--- src/rtl/freq_sweep_ctrl_if.sv ---
// freq_sweep_ctrl_if: control/status bundle of the sweep sequencer.
// master drives start/stop/config and reads freq/busy/pulses; slave is the controller.
interface freq_sweep_ctrl_if #(
  parameter int FREQ_WIDTH  = 13,
  parameter int DWELL_WIDTH = 16
);
  logic                   start;
  logic                   stop;
  logic                   continuous;
  logic [FREQ_WIDTH-1:0]  f_start;
  logic [FREQ_WIDTH-1:0]  f_stop;
  logic [FREQ_WIDTH-1:0]  f_step;
  logic [DWELL_WIDTH-1:0] dwell;
  logic [FREQ_WIDTH-1:0]  freq;
  logic                   busy;
  logic                   step_tick;
  logic                   sweep_done;

  modport master (
    output start, stop, continuous,
    output f_start, f_stop, f_step, dwell,
    input  freq, busy, step_tick, sweep_done
  );

  modport slave (
    input  start, stop, continuous,
    input  f_start, f_stop, f_step, dwell,
    output freq, busy, step_tick, sweep_done
  );
endinterface

--- src/rtl/freq_sweep_ctrl.sv ---
// freq_sweep_ctrl: frequency-sweep sequencer driving a generator freq word.
// Ports: clock, resetn (async low), bus (freq_sweep_ctrl_if.slave):
//   in  start/stop/continuous, f_start/f_stop/f_step, dwell
//   out freq (registered), busy, step_tick, sweep_done
// Optional: FREQ_SWEEP_BIDIR_EN adds the DOWN leg (triangle sweep).
module freq_sweep_ctrl #(
  parameter int FREQ_WIDTH  = 13,
  parameter int DWELL_WIDTH = 16
) (
  input logic              clock,
  input logic              resetn,
  freq_sweep_ctrl_if.slave bus
);
  localparam logic [1:0] S_IDLE = 2'd0;
  localparam logic [1:0] S_UP   = 2'd1;
`ifdef FREQ_SWEEP_BIDIR_EN
  localparam logic [1:0] S_DOWN = 2'd2;
`endif
  localparam logic [1:0] S_DONE = 2'd3;

  logic [1:0]             state;
  logic [FREQ_WIDTH-1:0]  freq_q;
  logic                   busy_q;
  logic                   tick_q;
  logic                   done_q;
  logic [DWELL_WIDTH-1:0] dwell_cnt;

  logic [FREQ_WIDTH-1:0]  sh_start;
  logic [FREQ_WIDTH-1:0]  sh_stop;
  logic [FREQ_WIDTH-1:0]  sh_step;
  logic [DWELL_WIDTH-1:0] sh_dwell;
  logic                   sh_cont;

  logic [FREQ_WIDTH-1:0]  step_eff;
  logic [DWELL_WIDTH-1:0] dwell_eff;
  logic [FREQ_WIDTH:0]    up_sum;
  logic [FREQ_WIDTH-1:0]  up_next;
  logic                   hold;
  logic                   adv;
  logic                   sweep_end;
  logic [FREQ_WIDTH-1:0]  adv_freq;
  logic [1:0]             adv_state;

  assign step_eff  = (bus.f_step == '0) ?
                     FREQ_WIDTH'(1) : bus.f_step;
  assign dwell_eff = (bus.dwell == '0) ?
                     DWELL_WIDTH'(1) : bus.dwell;

  // One extra bit so freq+step near full scale clamps instead of wrapping.
  assign up_sum  = {1'b0, freq_q} + {1'b0, sh_step};
  assign up_next = (up_sum > {1'b0, sh_stop}) ?
                   sh_stop : up_sum[FREQ_WIDTH-1:0];
  assign hold    = (dwell_cnt != '0);

`ifdef FREQ_SWEEP_BIDIR_EN
  logic [FREQ_WIDTH-1:0] dn_gap;
  logic [FREQ_WIDTH-1:0] dn_next;
  assign dn_gap  = freq_q - sh_start;
  assign dn_next = (dn_gap <= sh_step) ?
                   sh_start : freq_q - sh_step;
`endif

  always_comb begin
    adv       = 1'b0;
    sweep_end = 1'b0;
    adv_freq  = freq_q;
    adv_state = S_UP;
    if (state == S_UP && !hold) begin
      if (freq_q < sh_stop) begin
        adv      = 1'b1;
        adv_freq = up_next;
`ifdef FREQ_SWEEP_BIDIR_EN
      // f_stop has had its dwell; turn around without repeating it.
      end else if (freq_q > sh_start) begin
        adv       = 1'b1;
        adv_freq  = dn_next;
        adv_state = S_DOWN;
`endif
      end else begin
        sweep_end = 1'b1;
      end
    end
`ifdef FREQ_SWEEP_BIDIR_EN
    if (state == S_DOWN && !hold) begin
      if (freq_q > sh_start) begin
        adv       = 1'b1;
        adv_freq  = dn_next;
        adv_state = S_DOWN;
      end else begin
        sweep_end = 1'b1;
      end
    end
`endif
  end

  always_ff @(posedge clock or negedge resetn) begin
    if (!resetn) begin
      state     <= S_IDLE;
      freq_q    <= '0;
      busy_q    <= 1'b0;
      tick_q    <= 1'b0;
      done_q    <= 1'b0;
      dwell_cnt <= '0;
      sh_start  <= '0;
      sh_stop   <= '0;
      sh_step   <= FREQ_WIDTH'(1);
      sh_dwell  <= DWELL_WIDTH'(1);
      sh_cont   <= 1'b0;
    end else begin
      tick_q <= 1'b0;
      done_q <= 1'b0;
      if (bus.stop) begin
        state     <= S_IDLE;
        freq_q    <= '0;
        busy_q    <= 1'b0;
        dwell_cnt <= '0;
      end else begin
        case (state)
          S_IDLE: begin
            if (bus.start) begin
              state     <= S_UP;
              freq_q    <= bus.f_start;
              busy_q    <= 1'b1;
              dwell_cnt <= dwell_eff - 1'b1;
              sh_start  <= bus.f_start;
              sh_stop   <= bus.f_stop;
              sh_step   <= step_eff;
              sh_dwell  <= dwell_eff;
              sh_cont   <= bus.continuous;
            end
          end
          S_DONE: begin
            state  <= S_IDLE;
            busy_q <= 1'b0;
          end
          default: begin
            if (hold) begin
              dwell_cnt <= dwell_cnt - 1'b1;
            end else if (adv) begin
              state     <= adv_state;
              freq_q    <= adv_freq;
              dwell_cnt <= sh_dwell - 1'b1;
              tick_q    <= 1'b1;
            end else if (sweep_end) begin
              done_q <= 1'b1;
              if (sh_cont) begin
                state     <= S_UP;
                freq_q    <= sh_start;
                dwell_cnt <= sh_dwell - 1'b1;
                tick_q    <= 1'b1;
              end else begin
                state <= S_DONE;
              end
            end else begin
              state  <= S_IDLE;
              busy_q <= 1'b0;
            end
          end
        endcase
      end
    end
  end

  assign bus.freq       = freq_q;
  assign bus.busy       = busy_q;
  assign bus.step_tick  = tick_q;
  assign bus.sweep_done = done_q;
endmodule

--- src/flat_wrapper.sv ---
// flat-port wrapper written by rule: the top's interface ports become plain ports
module freq_sweep_ctrl_flat 
#(
  parameter int FREQ_WIDTH  = 13,
  parameter int DWELL_WIDTH = 16
)
  (clock, resetn, bus_start, bus_stop, bus_continuous, bus_f_start, bus_f_stop, bus_f_step, bus_dwell, bus_freq, bus_busy, bus_step_tick, bus_sweep_done);
  freq_sweep_ctrl_if #(.FREQ_WIDTH(FREQ_WIDTH), .DWELL_WIDTH(DWELL_WIDTH)) bus_i ();
  input logic clock;
  input logic resetn;
  input wire logic [$bits(bus_i.start)-1:0] bus_start;
  input wire logic [$bits(bus_i.stop)-1:0] bus_stop;
  input wire logic [$bits(bus_i.continuous)-1:0] bus_continuous;
  input wire logic [$bits(bus_i.f_start)-1:0] bus_f_start;
  input wire logic [$bits(bus_i.f_stop)-1:0] bus_f_stop;
  input wire logic [$bits(bus_i.f_step)-1:0] bus_f_step;
  input wire logic [$bits(bus_i.dwell)-1:0] bus_dwell;
  output wire logic [$bits(bus_i.freq)-1:0] bus_freq;
  output wire logic [$bits(bus_i.busy)-1:0] bus_busy;
  output wire logic [$bits(bus_i.step_tick)-1:0] bus_step_tick;
  output wire logic [$bits(bus_i.sweep_done)-1:0] bus_sweep_done;
  assign bus_i.start = bus_start;
  assign bus_i.stop = bus_stop;
  assign bus_i.continuous = bus_continuous;
  assign bus_i.f_start = bus_f_start;
  assign bus_i.f_stop = bus_f_stop;
  assign bus_i.f_step = bus_f_step;
  assign bus_i.dwell = bus_dwell;
  assign bus_freq = bus_i.freq;
  assign bus_busy = bus_i.busy;
  assign bus_step_tick = bus_i.step_tick;
  assign bus_sweep_done = bus_i.sweep_done;
  freq_sweep_ctrl #(.FREQ_WIDTH(FREQ_WIDTH), .DWELL_WIDTH(DWELL_WIDTH)) u_core (.clock(clock), .resetn(resetn), .bus(bus_i));
endmodule
--- config.mk ---
export PLATFORM = sky130hd
export DESIGN_NAME = freq_sweep_ctrl_flat
export DESIGN_NICKNAME = d
export VERILOG_FILES = /design/src/rtl/freq_sweep_ctrl_if.sv /design/src/rtl/freq_sweep_ctrl.sv /design/src/flat_wrapper.sv
export SDC_FILE = /design/constraint.sdc
export NUM_CORES = 1
export LEC_CHECK = 0
export BUFFER_PORTS_ARGS = -buffer_cell sky130_fd_sc_hd__buf_2
export CORE_MARGIN = 2
export CORE_UTILIZATION = 55
export CTS_CLUSTER_SIZE = 28
export DETAILED_ROUTE_END_ITERATION = 16
export GPL_ROUTABILITY_DRIVEN = 0
export PLACE_DENSITY = 0.83
export SYNTH_ARGS = -nofsm -noshare
export SYNTH_HDL_FRONTEND = slang
export SYNTH_SLANG_ARGS = --single-unit
--- constraint.sdc ---
create_clock -name clock -period 4.9 [get_ports clock]
set_clock_uncertainty 0.15 [all_clocks]
set_input_delay 0.98 -clock clock [delete_from_list [all_inputs] [get_ports clock]]
set_output_delay 0.98 -clock clock [all_outputs]
set_load 0.01 [all_outputs]
# [Yosys cells after proc, flatten, opt, wreduce, memory -nomap -nowiden]
# Index checks and enable logic that the tools add are counted.
[word_totals] out_inout_bits=16 in_bits=60 register_bits=90 elab_cells=91
[classes] mux=47 n_bitwise=1 eq_ne=10 n_reduce_logical=16 order_cmp=2 n_addsub=4
[ops] operator="$mux W13" n=10
[ops] operator="$mux W16" n=7
[ops] operator="$sub A16 B1 Y16 const B" n=3
[ops] operator="$pmux W16 S2" n=1
[ops] operator="$pmux W13 S2" n=1
[ops] operator="$mux W1" n=20
[ops] operator="$ne A4 B4 Y1 const B" n=5
[ops] operator="$logic_not A16 Y1" n=1
[ops] operator="$reduce_bool A16 Y1" n=1
[ops] operator="$add A13 B13 Y14" n=1
[ops] operator="$gt A14 B13 Y1" n=1
[ops] operator="$logic_not A13 Y1" n=1
[ops] operator="$lt A13 B13 Y1" n=1
[ops] operator="$mux W2" n=6
[ops] operator="$reduce_bool A5 Y1" n=2
[ops] operator="$reduce_and A4 Y1" n=2
[ops] operator="$reduce_bool A4 Y1" n=2
[ops] operator="$reduce_and A7 Y1" n=1
[ops] operator="$ne A3 B3 Y1 const B" n=2
[ops] operator="$pmux W2 S2" n=1
[ops] operator="$reduce_and A3 Y1" n=1
[ops] operator="$eq A2 B1 Y1 const B" n=1
[ops] operator="$eq A2 B2 Y1 const B" n=1
[ops] operator="$logic_not A2 Y1" n=1
[ops] operator="other kinds (7)" n=7

# [Depth between registers and ports, before layout]
# Gate-level depths: netlist of run 1.
[depth] word_depth=9 depth_mapped=18 ltp_nobuf=17

# [Worst setup path before layout of run 1]
# OpenSTA, ideal clock, no wires.
[synth_path] kind="reg-to-reg" start="reg u_core.sh_step[0]" end="reg u_core.freq_q[5] (netlist: u_core.bus.freq[5])" n_path_buf=1 arrival_time_ns=3.932 stages_incl_launch_ff=19 required_time_ns=4.609 setup_slack_ns=0.677 path_cell_list="dfstp_2 > ha_1 > inv_1 > fa_1 > nor2b_1 > o31ai_1 > a221oi_1 > nor3_1 > or3_1 > nand2_1 > ha_1 > nand3_1 > nor2_1 > a211o_1 > a211oi_4 > buf_6 > mux2_2 > mux2i_1 > o221ai_1"
[synth_between] elab_chain_cells=9
[synth_rtl] element="start: declaration" line="freq_sweep_ctrl.sv:30" text="logic [FREQ_WIDTH-1:0] sh_step;"
[synth_rtl] element="start signal: assignment" line="freq_sweep_ctrl.sv:127" text="sh_step <= step_eff;"
[synth_rtl] element="$add A13 B13 Y14 (*)" line="freq_sweep_ctrl.sv:50" text="assign up_sum = {1'b0, freq_q} + {1'b0, sh_step};"
[synth_rtl] element="$gt A14 B13 Y1" line="freq_sweep_ctrl.sv:51" text="assign up_next = (up_sum > {1'b0, sh_stop}) ?"
[synth_rtl] element="$mux W13 (*)" line="freq_sweep_ctrl.sv:51"
[synth_rtl] element="$mux W13 (*)" line="freq_sweep_ctrl.sv:69" text="if (freq_q < sh_stop) begin"
[synth_rtl] element="$mux W13 (*)" line="freq_sweep_ctrl.sv:68" text="if (state == S_UP && !hold) begin"
[synth_rtl] element="$mux W13 (*)" line="freq_sweep_ctrl.sv:139" text="end else if (adv) begin"
[synth_rtl] element="$mux W13 (*)" line="freq_sweep_ctrl.sv:137" text="if (hold) begin"
[synth_rtl] element="$pmux W13 S2 (*)" line="freq_sweep_ctrl.sv:118" text="case (state)"
[synth_rtl] element="$mux W13 (*)" line="freq_sweep_ctrl.sv:112" text="if (bus.stop) begin"
[synth_rtl] element="end signal: assignment" line="freq_sweep_ctrl.sv:122" text="freq_q <= bus.f_start;"
[synth_rtl] element="end signal: assignment" line="freq_sweep_ctrl.sv:141" text="freq_q <= adv_freq;"
[synth_rtl] element="end signal: assignment" line="freq_sweep_ctrl.sv:148" text="freq_q <= sh_start;"
[synth_rtl] element="end: declaration" line="freq_sweep_ctrl.sv:22" text="logic [FREQ_WIDTH-1:0] freq_q;"
# Mark *: on every way between the ends. The rest lies on a longest branch, timed or not. The select of a mux whose other input is x is not followed.
# A chain may end at the register's enable or synchronous reset.

# [Worst setup path after layout of run 1]
# Same ends and word-level chain as after synthesis.

==> results of run 1 <==
sequential cells by signal, indices dropped and copies added, names as in the netlist:
register / flops
u_core.bus.busy: 1
u_core.bus.freq: 13
u_core.bus.step_tick: 1
u_core.bus.sweep_done: 1
u_core.dwell_cnt: 16
u_core.sh_cont: 1
u_core.sh_dwell: 16
u_core.sh_start: 13
u_core.sh_step: 13
u_core.sh_stop: 13
u_core.state: 2
worst max-delay path by stage:
stage | end | start | cells after the start | slack (ns)
6_report | u_core.bus.freq[5] | u_core.sh_step[0] | 18 | 0.39
5_1_grt | u_core.bus.freq[5] | u_core.sh_step[0] | 18 | 0.11
4_1_cts | u_core.bus.freq[5] | u_core.sh_step[0] | 18 | 0.16
3_5_place_dp | u_core.bus.freq[5] | u_core.sh_step[0] | 18 | 0.18
3_3_place_gp | u_core.bus.freq[5] | u_core.sh_step[0] | 18 | 0.37
2_1_floorplan | u_core.bus.freq[5] | u_core.sh_step[0] | 18 | 0.68
stage by stage:
stage	instances	power [mW]	hold slack (ns)	cell area [um^2]
final	788	4.65	0.341	6530
after CTS	786	4.53	0.343	6510
after global routing	788	4.97	0.368	6530
after floorplan	574	3.28	0.310	5780
after global placement	770	3.79	0.326	6300
after detailed placement	770	3.94	0.331	6300
power by group through the flow:
stage	Sequential (mW)	Clock (mW)	Combinational, mW
after global placement	1.28	0	2.52
final	1.29	0.567	2.79
after detailed placement	1.30	0	2.65
after global routing	1.32	0.595	3.06
after floorplan	1.23	0	2.05
after CTS	1.28	0.571	2.68
placed cells by master (no fill, tap or decap), drive strengths merged, types with 9 or more instances in the layout:
| cell type | instances |
|---|---|
| clkbuf | 13 |
| nand3 | 19 |
| nor2 | 29 |
| ha | 42 |
| nor3 | 10 |
| mux2i | 17 |
| xnor2 | 15 |
| a21o | 14 |
| dfrtp | 88 |
| a21oi | 29 |
| inv | 29 |
| buf | 86 |
| o31ai | 15 |
| o21ai | 30 |
| nand2 | 43 |
| mux2 | 64 |
| a31oi | 9 |
critical path, cell delays in order (launching register included):
cell	delay (ns)
dfstp_2	0.54
ha_1	0.20
inv_1	0.07
fa_1	0.40
nor2b_1	0.15
o31ai_1	0.13
a221oi_1	0.38
nor3_1	0.11
o21ai_0	0.25
nand2_1	0.10
ha_1	0.30
nand3_1	0.10
nor2_1	0.19
nand4_1	0.18
a211oi_4	0.30
buf_4	0.23
mux2_2	0.35
mux2i_1	0.13
o221ai_1	0.12
cells by family after synthesis:
kind of cell / Yosys count / synth area share (%)
AND/OR/NAND/NOR: 146 / 12.3
XOR/XNOR: 21 / 3.18
flip-flops: 90 / 39.0
AO/OA/AOI/OAI: 140 / 16.9
buffers and inverters: 53 / 3.66
adder cells (fa/ha/maj): 43 / 9.44
multiplexers: 81 / 15.4
metal layers:
metal | vias up | GRT usage (%) | part of all wire (%)
li1 | 2256 | - | -
met1 | 2441 | 33.2 | 43
met2 | 206 | 44.7 | 49
met3 | 35 | 3.62 | 5.6
met4 | 0 | 11.4 | 2.6
met5 | - | 0 | 0
layout make-up:
class / count / area, um^2 / area share (%)
clock buffers: 13 / 149 / 2.28
clock inverters: 3 / 65.1 / 0.997
flip-flops and latches: 90 / 2250 / 34.6
multi-input cells: 431 / 3320 / 50.8
well taps: 136 / 170 / 2.61
inverters: 29 / 109 / 1.67
repair buffers: 86 / 460 / 7.06
what timing repair did:
item,4_1_cts,5_1_grt
hold buffers,0,0
endpoints found under the setup margin,0,7
setup buffers,0,2
==> impl_metrics.ini, run 1 <==
[timing]
setup_violations = 0
fin_setup_tns_ns = 0
slew_violations = 0
hold_viol = 0
fmax_mhz = 222
worst_slew_pin_slew_ns = 1.00
period_minus_slack_ns = 4.51
final.period_utilization_pct = 92.0
rsz0062_at_grt = no
relSlewSlack_pct = 32.9
fin_ws_ns = 0.390

[global_routing]
grt_max_degree = 51
grt_usage_pct = 26.2
grt_pass1_vias = 4932
grt_overflow_total = 0
grt_first_pass_wirelength_um = 23600
antenna_found_initial = 0

[clocking]
clock_latency_ns = 0.37
cts_resized = 0
cts-buffers-inserted = 9
root_buffer = clkbuf_8
clk_pin_slew_worst_paths_ns = 0.09
cts_tree = built
cts.sinks = 90
htreeDepth = 3
clock_path_buffers = 2

[logic_synthesis]
yosysTopAreaCellShare_pct = 38.1
synth-async-reset-ratio_pct = 100
synthesis.nets = 677
yosysWarnings = 0
ys_types = 61
synth_edf_count = 0
synth_area_leaders = dfrtp_1, mux2_2, ha_1
synthesis.area_um2 = 5780
synth.avg_cell_area_um2 = 10.1
synth-seq-area-share_pct = 39.0
synthFlopType = dfrtp_1
yosysMostFrequentCell = dfrtp_1
synth_top_cell_by_area = dfrtp_1
syn_inst = 574
synthTopCellsByCount = dfrtp_1, mux2_2, nand2_1, ha_1, o21ai_0
synth_seq_cells = 90

[hold_path]
hold_class = flip-flop to flip-flop
min_from = u_core.sh_dwell[0]
min_path_cells = 2
holdPathEnd = u_core.sh_dwell[0]

[drt]
num_vias = 4938
postRouteAntennaNets = 0
viasPerCell = 6.27
dr.pass1.iters = 5
drc = 0
wl_um = 14400
drt-wirelength-per-cell_um = 18.2
first_iter_violations = 297

[setup_path]
timing.rr.start = u_core.sh_step[0]
rrSetupSlack_ns = 0.39
cp-start-kind = flip-flop
rr_worst_depth = 18
endpoint_kind = flip-flop
crit_required_ns = 4.98
crit-reg2reg-capture = u_core.bus.freq[5]
critical_path_class = flip-flop to flip-flop
crit_fanout = 7
arrival_ns = 4.59

[cells_and_area]
num-fill-cells = 839
drive_gt1_share_pct = 27.3
n_antenna_cell = 0
area_growth_syn_to_layout_pct = 13.0
nNetsFinal = 750
finish.utilization_pct = 63.5

[placement]
dp_slack_ns = 0.182
place_hpwl_um = 10500
port_buffers = 75

[job]
cap_viol_max_count = 0

[power_and_ir_drop]
p_leak_nw = 3.03
power_switching_mw = 1.99
swShare_pct = 42.9
ir_drop_mv = 0.468
p_comb_share_pct = 60.1
p_int_mw = 2.66
clkPwrFrac_pct = 12.2
pwr-share-seq_pct = 27.7
pwr_density_cell_nw_per_um2 = 712

[status]
status = completed

[floorplanning]
chipWidth_um = 106
die_area_um2 = 11300
die_h_um = 106
core.rowCount = 37
io_pins = 76
start_util_pct = 56.2
core_area_um2 = 10300
Power figures use the tool's default switching activity.
==> inputs of run 2 (changes only) <==
--- a/config.mk
+++ b/config.mk
@@ -5,13 +5,14 @@
 export SDC_FILE = /design/constraint.sdc
 export NUM_CORES = 1
 export LEC_CHECK = 0
+export ABC_AREA = 1
 export BUFFER_PORTS_ARGS = -buffer_cell sky130_fd_sc_hd__buf_2
 export CORE_MARGIN = 2
 export CORE_UTILIZATION = 55
 export CTS_CLUSTER_SIZE = 28
 export DETAILED_ROUTE_END_ITERATION = 16
 export GPL_ROUTABILITY_DRIVEN = 0
-export PLACE_DENSITY = 0.83
+export PLACE_DENSITY = 0.82
 export SYNTH_ARGS = -nofsm -noshare
 export SYNTH_HDL_FRONTEND = slang
 export SYNTH_SLANG_ARGS = --single-unit
==> run 2 against run 1 <==
Sequential share of layout area fell by 2.6 points; die area grew 8.5%; synthesized area increased by 8.8%; worst setup slack improved by 0.59 ns; utilization fell by 0.82 points; via count is 25% higher; register-to-register slack better by 0.59 ns; cell area grew 8.3%; sequential cell count stayed put; sequential power is essentially flat; critical path type unchanged; largest power group unchanged; highest routed layer unchanged.
==> impl_metrics.ini, run 2 <==
[clocking]
cts.sinks = 90
clock_path_buffers = 2
root_buffer = clkbuf_16
cts_tree = built
clk_pin_slew_worst_paths_ns = 0.07
cts_resized = 0
htreeDepth = 3
cts-buffers-inserted = 9
clock_latency_ns = 0.36
cts_hold_buffers = 0
postCtsSetupBuffers = 0

[logic_synthesis]
synth-seq-area-share_pct = 35.9
synth_edf_count = 0
synthFlopType = dfrtp_1
synthesis.area_um2 = 6290
yosysMostFrequentCell = nand2_1
yosysTopAreaCellShare_pct = 35.0
syn_inst = 907
synthesis.nets = 1010
synth_area_leaders = dfrtp_1, nand2_1, ha_1
synth-async-reset-ratio_pct = 100
synth.avg_cell_area_um2 = 6.93
synth_top_cell_by_area = dfrtp_1
yosysWarnings = 0
synthTopCellsByCount = nand2_1, inv_1, dfrtp_1, nand3_1, a21oi_1
ys_types = 37
synth_seq_cells = 90

[floorplanning]
die_h_um = 111
core_area_um2 = 11300
io_pins = 76
core.rowCount = 39
die_area_um2 = 12300
chipWidth_um = 111
start_util_pct = 55.8

[timing]
hold_viol = 0
fin_setup_tns_ns = 0
whs_ns = 0.333
relSlewSlack_pct = 42.3
final.period_utilization_pct = 80.0
period_minus_slack_ns = 3.92
worst_slew_pin_slew_ns = 0.865
fmax_mhz = 255
rsz0062_at_grt = no
slew_violations = 0
setup_violations = 0

[cells_and_area]
final_common_cell = nand2_1
drive_gt1_share_pct = 12.0
n_antenna_cell = 0
area_growth_syn_to_layout_pct = 12.4
nNetsFinal = 1072
final_cell_mix = nand2_1, inv_1, dfrtp_1
largestRegisters = u_core.dwell_cnt (16), u_core.sh_dwell (16)
finish.utilization_pct = 62.7

[status]
status = completed

[setup_path]
critical_path_class = flip-flop to flip-flop
path_cells = ha_1 > inv_1 > fa_1 > inv_1 > nand3_1 > nand2_1 > nand4_1 > nand4_1 > nand2_1 > ha_1 > nand3_1 > nor3_1 > nand4_1 > nand2_1 > nand3_2 > nand2_1 > nand2_1 > nand2_1 > nand2_1 > a21oi_1
crit_fanout = 14
path_common_cell = nand2_1
path_buf_inv = 2
critPathMaxStageDelay_ns = 0.54
cp_slowest_cell = dfstp_2
path_delay_family = simple AND/OR/NAND/NOR gates
cp-start-kind = flip-flop
crit_required_ns = 5.03
endpoint_kind = flip-flop
arrival_ns = 4.04
rrSetupSlack_ns = 0.98

[drt]
num_vias = 6188
viasPerCell = 5.54
drt-wirelength-per-cell_um = 15.0
postRouteAntennaNets = 0
wl_um = 16700
dr.pass1.iters = 5
drc = 0
first_iter_violations = 517

[power_and_ir_drop]
p_comb_share_pct = 58.7
ir_drop_mv = 0.479
p_leak_nw = 3.78
pwr-share-seq_pct = 26.0
swShare_pct = 49.6
power_switching_mw = 2.48
p_int_mw = 2.52
clkPwrFrac_pct = 15.4
pwr_density_cell_nw_per_um2 = 707

[job]
cap_viol_max_count = 0

[global_routing]
antenna_found_initial = 0
grt_first_pass_wirelength_um = 28100
grt_pass1_vias = 5822
grt_max_degree = 69
grt_overflow_total = 0
grt_usage_pct = 28.4

[placement]
port_buffers = 75
place_hpwl_um = 12400

[hold_path]
hold_class = flip-flop to flip-flop
-- run 2: cell count changes after synthesis, sizes merged, moves of 14 or more --
cell,before,now
nand2,43,296
nand4,3,30
a21o,14,0
inv,29,116
mux2,64,0
o21ai,30,66
nor2,29,61
mux2i,17,0
a21oi,29,66
nand3,19,72
o31ai,15,1
-- run 2: through the flow --
stage	total power, mW	area (um^2)	setup WS (ns)	std cells
2_1_floorplan	3.46	6290	1.58	907
4_1_cts	4.96	7060	1.04	1117
6_report	4.99	7060	0.982	1117
3_5_place_dp	4.17	6740	1.05	1101
3_3_place_gp	4.10	6740	1.23	1101
5_1_grt	5.51	7060	0.675	1117
-- run 2: final cells by class --
cell class	instances	area [um^2]
clock inverter	7	101
inverter	116	435
fill	1006	4210
sequential	90	2250
clock buffer	9	225
tap	143	179
timing repair buffer	81	423
multi-input combinational	671	3450
-- run 2: metal layers --
metal / global-route usage [%] / share of wire [%] / up-vias
met3: 6.01 / 8.6 / 44
met5: 0 / 0 / -
met1: 39.9 / 44 / 2814
met2: 42.0 / 43 / 257
li1: - / - / 3073
met4: 13.3 / 3.8 / 0
-- run 2: worst min-delay path, cell delays in order, from the launching register on --
cell and delay [ns]:
dfrtp_1 0.34, nand2_1 0.06, nand2_1 0.05
-- run 2: cells by family (layout without fill, tap and decap cells) --
| family | count (synthesis) | count (layout) | share of synthesized area, % |
|---|---|---|---|
| flops | 90 | 90 | 35.9 |
| simple gates | 466 | 466 | 31.7 |
| fa+ha+maj | 43 | 43 | 8.68 |
| compound gates | 155 | 155 | 13.4 |
| xor+xnor | 7 | 7 | 0.975 |
| buf+inv | 146 | 213 | 9.37 |
-- run 2: final timing paths --
kind / from / to / depth (start not counted)
max: u_core.sh_step[0] / u_core.bus.freq[0] / 20
min: u_core.sh_step[5] / u_core.sh_step[5] / 2
max reg2reg: u_core.sh_step[0] / u_core.bus.freq[0] / 20
min reg2reg: u_core.sh_step[5] / u_core.sh_step[5] / 2
max in group asynchronous: resetn / u_core.sh_step[0] / 2
min in group asynchronous: resetn / u_core.sh_dwell[5] / 1
-- run 2: power by group through the flow --
stage | clock (mW) | sequential (mW) | combinational (mW)
after CTS | 0.778 | 1.29 | 2.90
after global routing | 0.807 | 1.33 | 3.37
after global placement | 0 | 1.29 | 2.81
final | 0.768 | 1.30 | 2.93
after floorplan | 0 | 1.23 | 2.23
after detailed placement | 0 | 1.30 | 2.88
